--- src/rtl/vaddsws_pkg.sv ---
// Shared constants for the saturating signed word adder.
package vaddsws_pkg;

  // Default element width of one lane.
  localparam int WIDTH_DEF = 32;

  // Clamp values for a 32-bit signed lane.
  localparam logic [31:0] SMAX = 32'h7FFF_FFFF;
  localparam logic [31:0] SMIN = 32'h8000_0000;

endpackage

--- src/rtl/vaddsws_sat_add.sv ---
// Combinational saturating signed adder for one lane.
module sat_add
  import vaddsws_pkg::*;
#(
  parameter int WIDTH = WIDTH_DEF
) (
  input  logic signed [WIDTH-1:0] a,
  input  logic signed [WIDTH-1:0] b,
  output logic signed [WIDTH-1:0] y,
  output logic                    ovf
);

  // Largest and smallest representable values at this width; these equal
  // SMAX/SMIN for the 32-bit lane.
  localparam logic [WIDTH-1:0] MAXV = {1'b0, {(WIDTH-1){1'b1}}};
  localparam logic [WIDTH-1:0] MINV = {1'b1, {(WIDTH-1){1'b0}}};

  // The exact sum needs one guard bit. It overflows the lane exactly when the
  // guard bit and the lane MSB disagree, which only happens for same-sign
  // operands. The guard bit then gives the true sign of the sum.
  function automatic logic [WIDTH:0] saturate(input logic signed [WIDTH:0] s);
    logic [WIDTH:0] r;
    if (s[WIDTH] != s[WIDTH-1]) begin
      r = {1'b1, (s[WIDTH] ? MINV : MAXV)};
    end else begin
      r = {1'b0, s[WIDTH-1:0]};
    end
    return r;
  endfunction

  logic signed [WIDTH:0] sum;
  logic        [WIDTH:0] res;

  // Exact sign-extended sum followed by clamping to the lane range.
  always_comb begin
    sum = {a[WIDTH-1], a} + {b[WIDTH-1], b};
    res = saturate(sum);
    ovf = res[WIDTH];
    y   = res[WIDTH-1:0];
  end

endmodule

--- src/rtl/vaddsws.sv ---
// One 32-bit lane of the saturating signed vector word add, one-cycle latency.
module vaddsws
  import vaddsws_pkg::*;
#(
  parameter int WIDTH = WIDTH_DEF
) (
  input  logic                    clk,
  input  logic                    rst,
  input  logic                    en,
  input  logic signed [WIDTH-1:0] vra,
  input  logic signed [WIDTH-1:0] vrb,
  output logic                    vrt_en,
  output logic signed [WIDTH-1:0] vrt,
  output logic                    sat
);

  logic signed [WIDTH-1:0] add_y;
  logic                    add_ovf;

  logic signed [WIDTH-1:0] vrt_d,    vrt_q;
  logic                    sat_d,    sat_q;
  logic                    vrt_en_d, vrt_en_q;

  sat_add #(
    .WIDTH (WIDTH)
  ) u_sat_add (
    .a   (vra),
    .b   (vrb),
    .y   (add_y),
    .ovf (add_ovf)
  );

  // Capture a new result on en; otherwise hold the last result and drop valid.
  // Operands are ignored when en is low so nothing unknown reaches the outputs.
  always_comb begin
    vrt_d    = vrt_q;
    sat_d    = sat_q;
    vrt_en_d = 1'b0;
    if (en) begin
      vrt_d    = add_y;
      sat_d    = add_ovf;
      vrt_en_d = 1'b1;
    end
  end

  // Output register stage; reset clears everything and overrides en.
  always_ff @(posedge clk) begin
    if (rst) begin
      vrt_q    <= '0;
      sat_q    <= 1'b0;
      vrt_en_q <= 1'b0;
    end else begin
      vrt_q    <= vrt_d;
      sat_q    <= sat_d;
      vrt_en_q <= vrt_en_d;
    end
  end

  assign vrt    = vrt_q;
  assign sat    = sat_q;
  assign vrt_en = vrt_en_q;

endmodule

--- config.mk ---
export PLATFORM = sky130hd
export DESIGN_NAME = vaddsws
export DESIGN_NICKNAME = d
export VERILOG_FILES = /design/src/rtl/vaddsws_pkg.sv /design/src/rtl/vaddsws_sat_add.sv /design/src/rtl/vaddsws.sv
export SDC_FILE = /design/constraint.sdc
export NUM_CORES = 1
export LEC_CHECK = 0
export CORE_MARGIN = 10
export CORE_UTILIZATION = 35
export DETAILED_ROUTE_END_ITERATION = 8
export MAX_ROUTING_LAYER = met4
export PLACE_DENSITY = 0.66
export SYNTH_ARGS = -nofsm -noshare
export SYNTH_HDL_FRONTEND = slang
export SYNTH_SLANG_ARGS = --single-unit
--- constraint.sdc ---
create_clock -name clk -period 3.15 [get_ports clk]
set_clock_uncertainty 0.2 [all_clocks]
set_input_delay 0.4725 -clock clk [delete_from_list [all_inputs] [get_ports clk]]
set_output_delay 0.4725 -clock clk [all_outputs]
set_load 0.01 [all_outputs]
==> results of run 1 <==
==> worst reg2reg max path: cells and delay by family, from the launching register on <==
| family | cells | cell delay (ns) |
|---|---|---|
| flops | 1 | 0.36 |
| compound gates | 1 | 0.27 |
| simple gates | 1 | 0.07 |
==> per-layer routing <==
| layer | wire [um] | track usage [%] |
|---|---|---|
| met1 | 5388 | 21.59 |
| met5 | 0 | - |
| met2 | 5770 | 27.36 |
| met3 | 453 | 1.771 |
| met4 | 293 | 5.528 |
==> synth_stat cells, types with 2 or more instances <==
cell and number:
nand2b_1 2, o41ai_1 2, a211oi_2 2, nand2_1 37, a31oi_1 3, a41oi_1 2, maj3_2 4, xor2_1 14
a311oi_1 8, buf_2 6, o211ai_2 2, and2_1 3, dfxtp_1 34, clkbuf_1 14, o211ai_1 6, nor2b_1 3
nand3_1 7, xnor2_1 14, o2111ai_1 2, a21o_1 12, ha_1 32, nor2_1 48, o21ai_1 13, o21bai_1 6
a211oi_1 25, a21oi_1 48, nand4_1 6, a31oi_2 2, inv_1 9, nor3_1 5, o21ai_0 28
==> registers in the layout, summed over array words and instances, names as in the netlist <==
| signal | count |
|---|---|
| vrt | 32 |
| vrt_en | 1 |
| sat | 1 |
==> layout by cell type, fill, tap and decap left out, drive strengths merged, types with 2 or more instances in the layout <==
cell and count:
a211oi 27, a21o 12, a21oi 48, a311oi 8, a31oi 5, a41oi 2, and2 4, buf 110
clkbuf 8, clkdlybuf4s15 6, clkdlybuf4s50 54, clkinv 2, dfxtp 34, dlygate4sd2 6, dlymetal6s2s 31, ha 32
inv 9, maj3 5, nand2 37, nand2b 2, nand3 7, nand4 6, nor2 48, nor2b 3
nor3 5, o2111ai 2, o211ai 8, o21ai 41, o21bai 6, o41ai 2, xnor2 16, xor2 14
==> timing repair <==
| action | 4_1_cts | 5_1_grt |
|---|---|---|
| cloned | 1 | 0 |
| pin swaps | 33 | 56 |
| setup endpoints to repair | 33 | 33 |
| resized for setup | 51 | 87 |
| buffers inserted | 11 | 11 |
| hold buffers | 0 | 0 |
==> power by group <==
| part | switching [mW] | internal [mW] | total (mW) |
|---|---|---|---|
| clock | 0.158 | 0.148 | 0.306 |
| sequential | 0.0287 | 0.482 | 0.511 |
| combinational | 0.572 | 0.653 | 1.22 |
==> cell type report <==
type / instances / area share, %
multi-input cells: 351 / 49.90
flip-flops and latches: 34 / 11.83
inverters: 9 / 0.5871
clock buffers: 5 / 1.196
well taps: 108 / 2.348
repair buffers: 210 / 33.96
clock inverters: 2 / 0.1740
==> metrics by stage <==
step / setup TNS [ns] / setup slack (ns)
floorplan: 0 / 0.07347
global placement: -12.64 / -0.4736
detailed placement: -14.60 / -0.5730
CTS: 0 / 0.002047
global route: -0.07546 / -0.02873
finish: 0 / 0.02494
==> path summary, 6_finish.rpt <==
check / endpoint / startpoint / depth (start not counted)
max: vrt[29]$_SDFFE_PP0P_ / vrb[30] / 13
min: vrt[21]$_SDFFE_PP0P_ / vrt[21]$_SDFFE_PP0P_ / 2
max reg2reg: vrt[12]$_SDFFE_PP0P_ / vrt[12]$_SDFFE_PP0P_ / 2
min reg2reg: vrt[21]$_SDFFE_PP0P_ / vrt[21]$_SDFFE_PP0P_ / 2
==> cell families (layout without fill, tap and decap cells) <==
logic type | after synthesis | count (layout) | share of synthesized area (%)
AO/OA/AOI/OAI | 169 | 169 | 34.78
XOR/XNOR | 30 | 30 | 9.088
adder cells (fa/ha/maj) | 38 | 38 | 14.95
buffers and inverters | 32 | 226 | 4.406
flip-flops | 34 | 34 | 21.40
multiplexers | 1 | 1 | 0.3147
AND/OR/NAND/NOR | 113 | 113 | 15.07
==> run summary, run 1 <==
Walking the worst path, the cells encountered are clkdlybuf4s50_1 -> ha_4 -> nand3_2 -> nor2_2 -> and2_4 -> a221o_1 -> a41oi_2 -> o21a_4 -> xnor2_4 -> buf_6 -> buf_4 -> maj3_2 -> a22o_1. The worst hold path belongs to the class register to register. For the initial antenna violation count, the log shows 0.

For the number of global-route vias before repair, the log shows 3879. The flow ran to the end, and the final reports show no timing, DRC or antenna violations. For the share of the core filled with cells in the final layout, the log shows 65.66%. Detailed routing inserted a total of 3823 vias. The detailed router finished its first iteration with 152 violations.

The time the worst path needs with I/O delays and setup works out to 3.125 ns. The final max-slew violation count is 0, and the number of antenna cells inserted is 0. Of all cell types, the one taking the most synthesized area is dfxtp_1. The global-route congestion overflow total was 0; the setup slack on the worst flop-to-flop path was 2.16 ns.

The design draws 2.042 mW. CTS clock-pin slew for the worst setup and hold paths: 0.07 ns. The final layout contains 711 nets.

Dividing total power by cell area gives a power density of 354.8 nW/um^2. The maximum fanout along the worst path came out at 3. For this configuration, the core starts out at a cell density of 36.29%. Summing all non-filler instances in the final layout gives an area of 5754 um^2.

On the worst path, the slowest cell contributes a delay of 0.54 ns. In this run the core area contains 34 standard-cell rows. For the fraction of the yosys area taken by sequential cells, the log shows 21.40%.

The total die area is 13300 um^2. Among all flip-flop cells after synthesis, the most frequent one is dfxtp_1. Counting flops and latches in the post-synthesis netlist gives 34. For the summed instance area of the synthesized netlist, the log shows 3181 um^2. The gate family responsible for the most delay along the worst path was compound AO/OA/AOI/OAI gates. The upper clock frequency limit came out at 0.3200 GHz. The number of buffer and inverter instances along the worst setup path was 3. The die is 115.3 um wide.

Leaving out filler cells and counting taps, the final layout contains 719. Number of buffers inserted by port buffering: 100. The area growth from synthesis to layout is 80.92%. For this run, design rule violations remaining after detail routing come to 0.

The average vias per placed instance was 5.317. Clock network latency to the later pin of the worst-skew pair: 0.28 ns. The number of top-level pins came out at 101. The fill cell instance count of the final layout was 714. The cell sitting at the root of the clock tree is a clkbuf_8. The tightest hold path in the finished design has a slack of 0.2685 ns. Counting flops with an async set or reset pin after synthesis yields a share of 0%. CTS built an H-tree with a depth of 2.

In this run the remaining antenna-violating nets after routing total 0. STA classifies the critical path endpoint as a register. The logs give 34 for the total number of clock tree sinks and 3.10 ns for the arrival time at the worst endpoint. In the synthesized netlist, the number of instances is 417. The core region is 8763 um^2. Wires add up to 11910 um. No sink is reached through more buffers than the 2 on the longest clock path. After detailed routing, the average wire length per cell comes to 16.56 um.

TritonCTS built the clock tree. The die extent in y is 115.3 um. The part of the cycle the worst path needs came out at 99.21%. The critical path startpoint category is an input pin. In this run, placement finished with an instance count of 689.

The warning count from the yosys run came out at 0. The tools report the distinct cell type count after synthesis as 49. A synthesized cell averages 7.627 um^2. Cells with a size suffix above 1 make up 31.26% of the layout. The analysis attributes to cell leakage a power of 2.581 nW. Once placement finished, the instance area stood at 4888 um^2. The area of the multi-input gates is 2872 um^2, and the area taken by flip-flops and latches is 680.7 um^2. The portion of synthesized cell area occupied by the leading cell type works out to 21.40%. The logs give 0.9062 for the routability congestion estimate from global placement and 55.97% for the remaining max-slew budget at the tightest pin.

Ranked by total cell area, the synthesized netlist is headed by dfxtp_1 21%, ha_1 13%, a21oi_1 7.6%, a211oi_1 5.9%, nor2_1 5.7%. Worst-margin pin slew: 0.6583 ns. The HPWL after detailed placement is 9044 um. For the setup violation total in the final timing report, the log shows 0. The largest net degree at the start of global routing is 27, and the number of buffers created by CTS is 5. The required time at the endpoint of the critical path came out at 3.13 ns. The run gives 16.95% as the overall fraction of global-route tracks in use. The first global-routing pass estimated 18420 um of wire.

The number of enable-type register cells in the synthesized netlist is 0. For the post-synth net total, the log shows 517. The slowest stage of the critical path is the clkdlybuf4s50_1 cell. Worst ir drop on vdd: 0.0001728 V. The critical path in this run is classified as input pin to register. Number of hold violations in the final report: 0.

The length of the first detailed-routing pass in iterations was 4. Across the run, the number of max-cap violations was 0.
Note: power is estimated with default switching activity, not from simulation.
==> inputs of run 2 (changes only) <==
--- a/config.mk
+++ b/config.mk
@@ -5,6 +5,7 @@
 export SDC_FILE = /design/constraint.sdc
 export NUM_CORES = 1
 export LEC_CHECK = 0
+export ABC_CLOCK_PERIOD_IN_PS = 3150
 export CORE_MARGIN = 10
 export CORE_UTILIZATION = 35
 export DETAILED_ROUTE_END_ITERATION = 8
==> results of run 2 <==
The final DEF is identical to that of run 1; final timing and power are the same.
